<file path="config.mk">
export PLATFORM = sky130hd
export DESIGN_NAME = syscall_service_unit
export DESIGN_NICKNAME = d
export VERILOG_FILES = /design/src/rtl/syscall_pkg.sv /design/src/rtl/bin_to_bcd_seq.sv /design/src/rtl/syscall_service_unit.sv
export SDC_FILE = /design/constraint.sdc
export NUM_CORES = 1
export LEC_CHECK = 0
export CORE_ASPECT_RATIO = 2
export CORE_MARGIN = 4
export CORE_UTILIZATION = 62
export DETAILED_ROUTE_END_ITERATION = 8
export HOLD_SLACK_MARGIN = 0.06
export PLACE_DENSITY = 0.89
export SLEW_MARGIN = 0
export SYNTH_ARGS = -nofsm -noshare
export SYNTH_HDL_FRONTEND = slang
export SYNTH_SLANG_ARGS = --single-unit
</file>
<file path="constraint.sdc">
create_clock -name CLOCK -period 6.5 [get_ports CLOCK]
set_clock_uncertainty 0.15 [all_clocks]
set_input_delay 1.3 -clock CLOCK [delete_from_list [all_inputs] [get_ports CLOCK]]
set_output_delay 1.3 -clock CLOCK [all_outputs]
set_load 0.01 [all_outputs]
</file>
<file path="src/rtl/syscall_pkg.sv">
// Shared codes, register indices, ASCII constants and FSM states for the syscall service unit.
package syscall_pkg;

    localparam logic [31:0] SYS_PRINT_INT = 32'd1;
    localparam logic [31:0] SYS_PRINT_STR = 32'd4;
    localparam logic [31:0] SYS_EXIT      = 32'd10;
    localparam logic [31:0] SYS_PRINT_CHR = 32'd11;

    localparam logic [4:0] REG_V0 = 5'd2;
    localparam logic [4:0] REG_A0 = 5'd4;

    localparam logic [7:0] ASCII_0     = 8'h30;
    localparam logic [7:0] ASCII_MINUS = 8'h2D;
    localparam logic [7:0] ASCII_LF    = 8'h0A;

    typedef enum logic [3:0] {
        S_IDLE,
        S_RD_V0,
        S_RD_A0,
        S_DISPATCH,
        S_INT_CONV,
        S_INT_EMIT,
        S_STR_FETCH,
        S_STR_WAIT,
        S_STR_EMIT,
        S_CHR_EMIT,
        S_DONE
    } state_t;

    // Two's-complement magnitude; 32'h8000_0000 maps to unsigned 2147483648.
    function automatic logic [31:0] magnitude(input logic [31:0] v);
        return v[31] ? (~v + 32'd1) : v;
    endfunction

endpackage

</file>
<file path="src/rtl/bin_to_bcd_seq.sv">
// Sequential double-dabble: 32-bit unsigned to 10 BCD digits in exactly 32 shift-add-3 steps.
module bin_to_bcd_seq (
    input  logic        clk_i,
    input  logic        rst_i,
    input  logic        start_i,
    input  logic [31:0] bin_i,
    output logic        busy_o,
    output logic        done_o,
    output logic [39:0] bcd_o
);

    logic [31:0] bin_q, bin_d;
    logic [39:0] bcd_q, bcd_d;
    logic [4:0]  cnt_q, cnt_d;
    logic        busy_q, busy_d;
    logic [39:0] adj;

    genvar gi;
    generate
        for (gi = 0; gi < 10; gi++) begin : g_adj
            assign adj[4*gi +: 4] = (bcd_q[4*gi +: 4] >= 4'd5) ? (bcd_q[4*gi +: 4] + 4'd3)
                                                                : bcd_q[4*gi +: 4];
        end
    endgenerate

    always_comb begin
        bin_d  = bin_q;
        bcd_d  = bcd_q;
        cnt_d  = cnt_q;
        busy_d = busy_q;
        if (start_i) begin
            bin_d  = bin_i;
            bcd_d  = '0;
            cnt_d  = '0;
            busy_d = 1'b1;
        end else if (busy_q) begin
            {bcd_d, bin_d} = {adj, bin_q} << 1;
            cnt_d          = cnt_q + 5'd1;
            if (cnt_q == 5'd31) begin
                busy_d = 1'b0;
            end
        end
    end

    always_ff @(posedge clk_i) begin
        if (rst_i) begin
            bin_q  <= '0;
            bcd_q  <= '0;
            cnt_q  <= '0;
            busy_q <= 1'b0;
        end else begin
            bin_q  <= bin_d;
            bcd_q  <= bcd_d;
            cnt_q  <= cnt_d;
            busy_q <= busy_d;
        end
    end

    // done_o marks the cycle whose closing edge performs the final step; bcd_o is valid after it.
    assign busy_o = busy_q;
    assign done_o = busy_q && (cnt_q == 5'd31);
    assign bcd_o  = bcd_q;

endmodule

</file>
<file path="src/rtl/syscall_service_unit.sv">
// Services print-int/print-string/print-char/exit once the drained pipeline raises SYSCALL_REQ,
// streaming bytes to a ready/valid console and pulsing SYSCALL_DONE when finished.
module syscall_service_unit
    import syscall_pkg::*;
#(
    parameter int MAX_STR_LEN = 256,
    parameter bit INT_NEWLINE = 1'b0
) (
    input  logic        CLOCK,
    input  logic        RESET,
    input  logic        SYSCALL_REQ,
    output logic        SYSCALL_DONE,
    output logic [4:0]  REG_RADDR,
    input  logic [31:0] REG_RDATA,
    output logic        MEM_RE,
    output logic [31:0] MEM_ADDR,
    input  logic [31:0] MEM_RDATA,
    input  logic        MEM_RVALID,
    output logic [7:0]  CON_DATA,
    output logic        CON_VALID,
    input  logic        CON_READY,
    output logic        HALT,
    output logic        ERR_UNSUPPORTED
);

    localparam int CNT_W = $clog2(MAX_STR_LEN + 1);

    state_t             state_q, state_d;
    logic               req_prev_q;
    logic               halt_q, halt_d;
    logic               err_q, err_d;
    logic [31:0]        v0_q, v0_d;
    logic [7:0]         chr_q, chr_d;
    logic [31:0]        ptr_q, ptr_d;
    logic [CNT_W-1:0]   cnt_q, cnt_d, cnt_inc;
    logic [31:0]        word_q, word_d;
    logic               sign_q, sign_d;
    logic [3:0]         dig_q, dig_d;
    logic               dig_ok_q, dig_ok_d;
    logic               lf_q, lf_d;

    logic               bcd_start, bcd_busy, bcd_done;
    logic [39:0]        bcd;
    logic [9:0]         dig_nz;
    logic [3:0]         msd, cur_dig, digit;
    logic [7:0]         str_byte;

    bin_to_bcd_seq u_bcd (
        .clk_i   (CLOCK),
        .rst_i   (RESET),
        .start_i (bcd_start),
        .bin_i   (magnitude(REG_RDATA)),
        .busy_o  (bcd_busy),
        .done_o  (bcd_done),
        .bcd_o   (bcd)
    );

    genvar gi;
    generate
        for (gi = 0; gi < 10; gi++) begin : g_nz
            assign dig_nz[gi] = |bcd[4*gi +: 4];
        end
    endgenerate

    // Most significant non-zero digit; zero value falls back to digit 0 so '0' is printed.
    always_comb begin
        msd = 4'd0;
        for (int i = 0; i < 10; i++) begin
            if (dig_nz[i]) begin
                msd = 4'(i);
            end
        end
    end

    assign cur_dig   = dig_ok_q ? dig_q : msd;
    assign digit     = bcd[{cur_dig, 2'b00} +: 4];
    assign str_byte  = word_q[{ptr_q[1:0], 3'b000} +: 8];
    assign cnt_inc   = cnt_q + 1'b1;
    assign bcd_start = (state_q == S_DISPATCH) && (v0_q == SYS_PRINT_INT) && !bcd_busy;

    always_comb begin
        state_d         = state_q;
        halt_d          = halt_q;
        err_d           = err_q;
        v0_d            = v0_q;
        chr_d           = chr_q;
        ptr_d           = ptr_q;
        cnt_d           = cnt_q;
        word_d          = word_q;
        sign_d          = sign_q;
        dig_d           = dig_q;
        dig_ok_d        = dig_ok_q;
        lf_d            = lf_q;
        SYSCALL_DONE    = 1'b0;
        ERR_UNSUPPORTED = 1'b0;
        REG_RADDR       = 5'd0;
        MEM_RE          = 1'b0;
        MEM_ADDR        = 32'd0;
        CON_DATA        = 8'd0;
        CON_VALID       = 1'b0;

        case (state_q)
            S_IDLE: begin
                // Rising-edge qualified so a request still held after DONE is not serviced twice.
                if (SYSCALL_REQ && !req_prev_q && !halt_q) begin
                    state_d = S_RD_V0;
                end
            end
            S_RD_V0: begin
                REG_RADDR = REG_V0;
                state_d   = S_RD_A0;
            end
            S_RD_A0: begin
                REG_RADDR = REG_A0;
                v0_d      = REG_RDATA;
                state_d   = S_DISPATCH;
            end
            S_DISPATCH: begin
                chr_d    = REG_RDATA[7:0];
                ptr_d    = REG_RDATA;
                sign_d   = REG_RDATA[31];
                cnt_d    = '0;
                dig_ok_d = 1'b0;
                lf_d     = 1'b0;
                err_d    = 1'b0;
                case (v0_q)
                    SYS_PRINT_INT: state_d = S_INT_CONV;
                    SYS_PRINT_STR: state_d = S_STR_FETCH;
                    SYS_PRINT_CHR: state_d = S_CHR_EMIT;
                    SYS_EXIT: begin
                        halt_d  = 1'b1;
                        state_d = S_DONE;
                    end
                    default: begin
                        err_d   = 1'b1;
                        state_d = S_DONE;
                    end
                endcase
            end
            S_INT_CONV: begin
                if (bcd_done) begin
                    state_d = S_INT_EMIT;
                end
            end
            S_INT_EMIT: begin
                CON_VALID = 1'b1;
                if (sign_q) begin
                    CON_DATA = ASCII_MINUS;
                    if (CON_READY) begin
                        sign_d   = 1'b0;
                        dig_d    = msd;
                        dig_ok_d = 1'b1;
                    end
                end else if (lf_q) begin
                    CON_DATA = ASCII_LF;
                    if (CON_READY) begin
                        state_d = S_DONE;
                    end
                end else begin
                    CON_DATA = ASCII_0 + {4'd0, digit};
                    if (CON_READY) begin
                        if (cur_dig == 4'd0) begin
                            if (INT_NEWLINE) begin
                                lf_d = 1'b1;
                            end else begin
                                state_d = S_DONE;
                            end
                        end else begin
                            dig_d    = cur_dig - 4'd1;
                            dig_ok_d = 1'b1;
                        end
                    end
                end
            end
            S_STR_FETCH: begin
                MEM_RE   = 1'b1;
                MEM_ADDR = {ptr_q[31:2], 2'b00};
                state_d  = S_STR_WAIT;
            end
            S_STR_WAIT: begin
                MEM_RE   = 1'b1;
                MEM_ADDR = {ptr_q[31:2], 2'b00};
                if (MEM_RVALID) begin
                    word_d  = MEM_RDATA;
                    state_d = S_STR_EMIT;
                end
            end
            S_STR_EMIT: begin
                if (str_byte == 8'd0) begin
                    state_d = S_DONE;
                end else begin
                    CON_VALID = 1'b1;
                    CON_DATA  = str_byte;
                    if (CON_READY) begin
                        ptr_d = ptr_q + 32'd1;
                        cnt_d = cnt_inc;
                        if (cnt_inc == CNT_W'(MAX_STR_LEN)) begin
                            state_d = S_DONE;
                        end else if (ptr_q[1:0] == 2'd3) begin
                            state_d = S_STR_FETCH;
                        end
                    end
                end
            end
            S_CHR_EMIT: begin
                CON_VALID = 1'b1;
                CON_DATA  = chr_q;
                if (CON_READY) begin
                    state_d = S_DONE;
                end
            end
            S_DONE: begin
                SYSCALL_DONE    = 1'b1;
                ERR_UNSUPPORTED = err_q;
                state_d         = S_IDLE;
            end
            default: state_d = S_IDLE;
        endcase
    end

    always_ff @(posedge CLOCK) begin
        if (RESET) begin
            state_q    <= S_IDLE;
            req_prev_q <= 1'b0;
            halt_q     <= 1'b0;
            err_q      <= 1'b0;
            v0_q       <= '0;
            chr_q      <= '0;
            ptr_q      <= '0;
            cnt_q      <= '0;
            word_q     <= '0;
            sign_q     <= 1'b0;
            dig_q      <= '0;
            dig_ok_q   <= 1'b0;
            lf_q       <= 1'b0;
        end else begin
            state_q    <= state_d;
            req_prev_q <= SYSCALL_REQ;
            halt_q     <= halt_d;
            err_q      <= err_d;
            v0_q       <= v0_d;
            chr_q      <= chr_d;
            ptr_q      <= ptr_d;
            cnt_q      <= cnt_d;
            word_q     <= word_d;
            sign_q     <= sign_d;
            dig_q      <= dig_d;
            dig_ok_q   <= dig_ok_d;
            lf_q       <= lf_d;
        end
    end

    assign HALT = halt_q;

endmodule

</file>
; ---- Word level (Yosys, flattened, before mapping)
; Cells that the tools add are included.
[classes]
bitwise_logic = 1
order_cmp = 10
n_mux = 68
n_addsub = 16
n_reduce_logical = 33
eq_ne = 32
n_shift = 2
[op_table]
columns = op, n
row1 = $mux W32, 6
row2 = $mux W4, 33
row3 = $add A32 B1 Y32 const B, 2
row4 = $eq A32 B4 Y1 const B, 2
row5 = $pmux W32 S2, 1
row6 = $ge A4 B3 Y1 const B, 10
row7 = $pmux W4 S10, 1
row8 = $reduce_or A4 Y1, 10
row9 = $shiftx A40 B7 Y4, 1
row10 = $add A4 B2 Y4 const B, 9
row11 = $eq A32 B1 Y1 const B, 1
row12 = $eq A32 B3 Y1 const B, 1
row13 = $not A32 Y32, 1
row14 = $shiftx A32 B6 Y8, 1
row15 = $pmux W8 S3, 1
row16 = $ne A2 B2 Y1 const B, 11
row17 = $mux W9, 2
row18 = $pmux W9 S2, 1
row19 = $eq A4 B3 Y1 const B, 4
row20 = $mux W1, 15
row21 = $eq A4 B4 Y1 const B, 3
row22 = $pmux W4 S3, 1
row23 = $add A9 B1 Y9 const B, 1
row24 = $eq A9 B9 Y1 const B, 1
row25 = other kinds (25), 43
[word_totals]
elab_cells = 178
output_inout_bits = 50
reg_bits = 204

; ---- Logic depth before layout (Yosys ltp)
; Gate-level depths: netlist of the first run.
[logic_depth]
word_depth = 16
ltp_mapped = 13

; ---- Hierarchy
; A second synthesis of the first run with hierarchy kept.
[hier_totals]
cells_unflattened = 1533
area_unflattened_um2 = 12197.9
[modules_own_cells]
columns = module, seq_area_each_um2, cells_per_inst, area_per_inst_um2, instances
row1 = syscall_service_unit, 2522.4, 1029, 7753.7, 1
row2 = bin_to_bcd_seq, 1561.5, 504, 4444.3, 1

; ---- Worst setup path before layout of the first run
; No wires, ideal clock.
[synth_path]
kind = reg2out
startpoint = register u_bcd.bcd_q[16], in the netlist u_bcd.bcd_o[16]
endpoint = output CON_DATA[0]
required_ps = 5050
path_buffers = 0
path_stages_with_launch = 10
setup_slack_ps = 2547
arrival_ps = 2503
path_cell_list = dfxtp_1 -> inv_1 -> ha_1 -> or3b_1 -> a21oi_2 -> a2111oi_4 -> nor2_2 -> mux4_2 -> a222oi_1 -> o21ai_1
[synth_via]
elab_chain_cells = 12
[synth_rtl]
columns = element, line_no
row1 = start: declaration, bin_to_bcd_seq.sv:13  ; logic [39:0] bcd_q, bcd_d;
row2 = start signal: assignment, bin_to_bcd_seq.sv:48  ; bcd_q <= '0;
row3 = start signal: assignment, bin_to_bcd_seq.sv:53  ; bcd_q <= bcd_d;
row4 = $reduce_or A4 Y1, syscall_service_unit.sv:61  ; assign dig_nz[gi] = |bcd[4*gi +: 4];
row5 = $mux W4 (6 in a row), syscall_service_unit.sv:69  ; if (dig_nz[i]) begin
row6 = $mux W4, syscall_service_unit.sv:75  ; assign cur_dig = dig_ok_q ? dig_q : msd;
row7 = $shiftx A40 B7 Y4 (*), syscall_service_unit.sv:76  ; assign digit = bcd[{cur_dig, 2'b00} +: 4];
row8 = $add A6 B4 Y7 (*), syscall_service_unit.sv:160  ; CON_DATA = ASCII_0 + {4'd0, digit};
row9 = $mux W7 (*), syscall_service_unit.sv:147  ; if (sign_q) begin
row10 = $pmux W8 S3 (*), syscall_service_unit.sv:102  ; case (state_q)
row11 = end: declaration, syscall_service_unit.sv:19  ; output logic [7:0] CON_DATA,
; Every way passes the cells marked *; elsewhere a longest branch is shown, timed or not.

; ---- Worst setup path after layout of the first run
[layout_path]
startpoint = register u_bcd.bcd_q[16], in the netlist u_bcd.bcd_o[16]
endpoint = output CON_DATA[2]
; The elaborated chain is that of the path after synthesis.

==> summary.md, run 1 <==
| Metric | Value |
|---|---|
| Status | complete, no violations |
| Worst-path fanout max | 14 |
| Most common cell after layout, fill and taps aside | nand2_1 |
| Largest net degree at the start of global routing | 81 |
| Clock transition at path regs | 0.07 ns |
| Max-Cap Viols | 0 |
| Mapped cell area | 11600 um2 |
| First-pass GRT wire length | 54800 um |
| Synth cell types | 91 |
| Clock Power Share | 43.4% |
| RSZ-0062 raised after global routing | no |
| Tcrit/Tclk final | 87.9% |
| # rows | 70 |
| Sink Count | 204 |
| Max_slew headroom | 21.3% |
| Multi-input combinational cell area | 6980 um2 |
| Vias in the first global route | 11266 |
| Slowest CP cell | mux4_1 |
| Initial Util | 63.2% |
| Tmin final | 5.71 ns |
| Hold WC Path Type | flip-flop to flip-flop |
| Worst-margin pin slew | 1.18 ns |
| Drt drc | 0 |
| CTS tree | done |
| GPL Wtd Cong | 0.960 |
| Fmax | 175 MHz |
| Root Driver | clkbuf_16 |
| Pwr dens | 214 nW/um2 |
| IO Pins | 119 |
| Critical Path RT | 5.05 ns |
| Die area | 21200 um2 |
| Ys flop type | dfxtp_1 |
| CP max stage delay | 0.72 ns |
| Routed length per placed instance | 19.0 um |
| Sw power | 719 uW |
| Fin. Hold Viols | 0 |
| Syn_area_per_cell | 7.68 um2 |
| Total grt overflow | 0 |
| Sequential cell fraction of total power | 46.1% |
| Crit end category | output port |
| CTS Buf Count | 20 |
| Nets | 1659 |
| Clock buffer depth | 3 |
| Ys async rst share | 0% |
| Synth Register Bits | 204 |
| Core Region | 18400 um2 |
| Mapped Cells | 1514 |
| Crit-path cells | inv_1 -> ha_1 -> or3b_1 -> a21oi_2 -> a2111oi_4 -> nor2_2 -> mux4_1 -> a22oi_1 -> o211ai_1 -> clkdlybuf4s50_1 |
| Hold_buf cts | 0 |
| Drt via density | 6.40 |
| Die height | 202 um |
| CTS resizes | 0 |
| Switching share of power | 25.1% |
| Final Slew Violations | 0 |
| Clk_lat worst skew | 0.50 ns |
| Initial antenna violation count | 2 |
| Syn. warnings | 0 |
| Crit path kind | flip-flop to output port |
| Port bufs | 113 |
| Commonest non-fill, non-tap cells in the layout | nand2_1, dfxtp_1, a21oi_1, nor2_1, clkdlybuf4s50_1 |
| Post-CTS Setup Inserts | 0 |
| # setup viols final | 0 |
| First-iteration detailed-routing DRC count | 1006 |
| Hold Slack | 0.305 ns |
| Die X | 105 um |
| Post-route setup TNS | 0 ns |
| Post-synth EDFFs | 0 |
| Final wirelength | 34000 um |
| Max VDD drop | 211 uV |
| Register area | 4090 um2 |
| Final Util | 72.9% |
| CP arrival | 4.26 ns |
| Register area share after synthesis | 35.1% |
| H-tree lvl count | 1 |
| HPWL Detailed | 24200 um |
| Ratio of cells with drive above 1 in the final layout | 5.91% |
| Filler Cell Count | 1410 |
| DRT antenna net count | 0 |
| Synth-to-Final Area Change | 15.2% |
| Startpoint class of the critical path | flip-flop |
| Combinational share of power | 10.5% |
| LEAKAGE | 0.00449 uW |
| Internal power | 2150 uW |
| Drt first pass iters | 5 |
| Gr usage total | 31.2% |
| Vias post-DR | 11470 |
## worst max-delay path: cells and delay by family, from the launching register on
kind	cells	cell delay (ns)
buffers and inverters	2	0.66
AOI/OAI and AO/OA	4	0.80
and+or+nand+nor	2	1.06
muxes	1	0.72
DFF	1	0.36
adders and majority gates	1	0.16
## cell type report
type | instances | area share [%]
Antenna cell | 2 | 0.0373
Clock buffer | 27 | 4.31
Clock inverter | 9 | 0.934
Inverter | 38 | 1.06
Multi-Input combinational cell | 1171 | 52.1
Sequential cell | 204 | 30.5
Tap cell | 216 | 2.02
Timing Repair Buffer | 124 | 9.04
## synthesized netlist by cell type (15+ instances only)
| master | number | area [um2] |
|---|---|---|
| a211oi_1 | 18 | 135 |
| a21oi_1 | 196 | 981 |
| and2_1 | 34 | 213 |
| and3_1 | 15 | 93.8 |
| buf_2 | 15 | 75.1 |
| clkbuf_1 | 78 | 293 |
| dfxtp_1 | 204 | 4080 |
| ha_1 | 31 | 388 |
| inv_1 | 35 | 131 |
| mux2i_1 | 17 | 170 |
| nand2_1 | 278 | 1040 |
| nand2b_1 | 20 | 125 |
| nand3_1 | 42 | 210 |
| nor2_1 | 120 | 450 |
| nor3_1 | 33 | 165 |
| o21ai_0 | 87 | 435 |
| o22ai_1 | 17 | 106 |
| xnor2_1 | 21 | 184 |
| xor2_1 | 32 | 280 |
## cell families after synthesis
logic type	count (synthesis)	share of synthesized area [%]
muxes	33	4.46
adders and majority gates	31	3.33
and+or+nand+nor	621	25.5
AOI/OAI and AO/OA	428	22.5
buffers and inverters	143	5.13
DFF	204	35.1
xor gates and xnor gates	53	3.99
other	1	0.0322
## state kept, by name, indices dropped and copies added, names as in the netlist, 4 cells and up
| signal | cells |
|---|---|
| u_bcd.bcd_o | 40 |
| ptr_q | 32 |
| u_bcd.bin_q | 32 |
| v0_q | 32 |
| word_q | 32 |
| cnt_q | 9 |
| chr_q | 8 |
| u_bcd.cnt_q | 5 |
| dig_q | 4 |
| state_q | 4 |
## metrics by stage
step           setup WS [ns]  instances  cell area, um2  total power, uW
2_1_floorplan           2.55       1518           11600             1530
3_3_place_gp            1.34       1753           12700             1630
3_5_place_dp            1.32       1753           12700             1640
4_1_cts                0.779       1789           13400             2870
5_1_grt                0.653       1791           13400             2950
6_report               0.787       1791           13400             2870
## path summary, 6_finish.rpt
path                        start          end  slack, ns  depth (start not counted)
setup / recovery  u_bcd.bcd_o[16]  CON_DATA[2]       0.79                         10
hold / removal         word_q[31]   word_q[31]       0.30                          2
setup reg to reg         ptr_q[0]    ptr_q[13]       2.49                          7
hold reg to reg        word_q[31]   word_q[31]       0.30                          2
## layer usage
metal	up-vias	GRT usage [%]	part of all wire [%]
met2	490	57.2	53
met3	149	3.43	5.6
met4	0	21.3	7.1
li1	5409	-	-
met1	5422	32.6	35
met5	-	0	0
## power groups by stage
stage	clock network [uW]	registers [uW]	logic, uW
after global placement	0	1350	286
after floorplan	0	1330	197
after global routing	1300	1320	328
final	1240	1320	302
after CTS	1250	1320	296
after detailed placement	0	1350	293
(Power assumes the default switching activity.)
==> run 2: changes to the inputs <==
CTS_CLUSTER_SIZE = 28   (was default)
RECOVER_POWER = 100   (was default)
==> run 2 against run 1 <==
The flow now finishes with violations (max-capacitance violations, max-slew violations). Flip-flop and latch count unchanged. Global-route usage is the same. Critical endpoint unchanged. Utilization shrank 0.48 points. Power shrank 0.28%. Sequential power hardly changed. Highest routed layer unchanged. Cell count unchanged. Setup slack got worse by 0.25 ns. Fmax is 4.2% lower. Largest power group unchanged. Final area down 0.65%. Die area is the same. Combinational power fell by 2%.
==> summary.md, run 2 (synthesized netlist as in run 1, its figures left out) <==
| Metric | Value |
|---|---|
| Total grt overflow | 0 |
| Met3 Use GR | 3.43% |
| Vias in the first global route | 11266 |
| Fin. Hold Viols | 0 |
| Nets | 1659 |
| Startpoint class of the critical path | flip-flop |
| Critical Path RT | 5.05 ns |
| Sink Count | 204 |
| Die X | 105 um |
| CTS resizes | 0 |
| # rows | 70 |
| Final Util | 72.4% |
| Worst-path fanout max | 14 |
| Post-route setup TNS | 0 ns |
| Crit path capture | CON_DATA[2] |
| Vias post-DR | 11405 |
| Final wirelength | 34000 um |
| Crit end category | output port |
| HPWL Detailed | 24200 um |
| Routing usage on met2 | 57.2% |
| Root Driver | clkbuf_16 |
| Port bufs | 113 |
| Drt via density | 6.37 |
| Drt drc | 0 |
| Die area | 21200 um2 |
| Max VDD drop | 210 uV |
| Drt first pass iters | 5 |
| Largest net degree at the start of global routing | 81 |
| Gr usage total | 31.2% |
| Hold Path Depth | 2 |
| Core Region | 18400 um2 |
| First-iteration detailed-routing DRC count | 919 |
| # setup viols final | 0 |
| IO Pins | 119 |
| DRT antenna net count | 0 |
| Tmin final | 5.96 ns |
| Reg2Reg Setup Slack | 1.03 ns |
| Post-CTS Setup Inserts | 0 |
| Crit path kind | flip-flop to output port |
| R2R cell count | 9 |
| Max_slew headroom | -135% |
| First-pass GRT wire length | 54800 um |
| CTS tree | done |
| Hold_buf cts | 0 |
| Commonest non-fill, non-tap cells in the layout | nand2_1, dfxtp_1, a21oi_1, nor2_1, clkdlybuf4s50_1 |
| Reg-to-reg startpoint | state_q[0] |
| Violated checks | max-capacitance violations, max-slew violations |
| RSZ-0062 raised after global routing | no |
| Crit path from | u_bcd.bcd_o[16] |
| Status | finished, violations left |
| Routed length per placed instance | 19.0 um |
| R2r endpoint | u_bcd.bcd_o[33] |
| Initial antenna violation count | 2 |
| Ratio of cells with drive above 1 in the final layout | 5.15% |
| LEAKAGE | 0.00448 uW |
| CTS Buf Count | 20 |
| H-tree lvl count | 1 |
| Final Slew Violations | 163 |
| CP arrival | 4.51 ns |
| Tcrit/Tclk final | 91.7% |
| Fmax | 168 MHz |
| Worst-margin pin slew | 3.52 ns |
| Clock buffer depth | 3 |
| GRT busiest layer | met2 |
| Met1 Use GR | 32.6% |
| GPL Wtd Cong | 0.960 |
| Hold WC Path Type | flip-flop to flip-flop |
| Max-Cap Viols | 4 |
| Clk_lat worst skew | 0.50 ns |
| Max FFs per register | 40 |
| Clock transition at path regs | 0.07 ns |
| Most common cell after layout, fill and taps aside | nand2_1 |
| Die height | 202 um |
| Initial Util | 63.2% |
| Synth-to-Final Area Change | 14.4% |
| Pwr dens | 215 nW/um2 |
run 2: cell count changes in the layout (fill, tap and decap cells not counted), sizes merged:
cell	delta
clkbuf	+5
clkdlybuf4s50	-16
buf	-5
dlygate4sd3	+16
run 2: layout make-up:
type | instances | area (um2)
multi-input cells | 1171 | 6910
clock buffers | 27 | 578
flip-flops and latches | 204 | 4090
clock inverters | 9 | 125
fillers | 1423 | 5080
inverters | 38 | 143
diodes | 2 | 5.00
repair buffers | 124 | 1190
well taps | 216 | 270
run 2: critical path, stage by stage (launching register included):
cell and delay (ns):
dfxtp_1 0.37, inv_1 0.14, ha_1 0.16, or3b_1 0.41
a21oi_1 0.26, a2111oi_0 0.23, nor2_2 0.68, mux4_1 0.72
a22oi_1 0.23, o211ai_1 0.17, dlygate4sd3_1 0.64
run 2: stage by stage:
stage	hold WS, ns	setup WS [ns]	std cells	cell area [um2]	power, uW
6_report	0.305	0.538	1791	13300	2860
5_1_grt	0.320	0.375	1791	13300	2950
4_1_cts	0.301	0.779	1789	13400	2870
3_5_place_dp	0.292	1.32	1753	12700	1640
3_3_place_gp	0.286	1.34	1753	12700	1630
2_1_floorplan	0.279	2.55	1518	11600	1530
run 2: how the worst min path moves through the flow:
stage / startpoint / to / slack, ns
5_1_grt: word_q[6] / word_q[6] / 0.32
6_report: word_q[31] / word_q[31] / 0.30
3_5_place_dp: word_q[8] / word_q[8] / 0.29
4_1_cts: word_q[8] / word_q[8] / 0.30
2_1_floorplan: u_bcd.bin_q[27] / u_bcd.bin_q[28] / 0.28
3_3_place_gp: u_bcd.bin_q[22] / u_bcd.bin_q[23] / 0.29
run 2: metal layers:
metal / vias to the layer above / part of all wire (%)
met5: - / 0
met4: 0 / 7.0
met3: 139 / 5.3
met2: 468 / 53
met1: 5380 / 35
li1: 5418 / -
run 2: where the power goes:
group          switching, uW  internal, uW
registers               38.3          1280
clock network            497           745
logic                    179           117
total                    714          2150
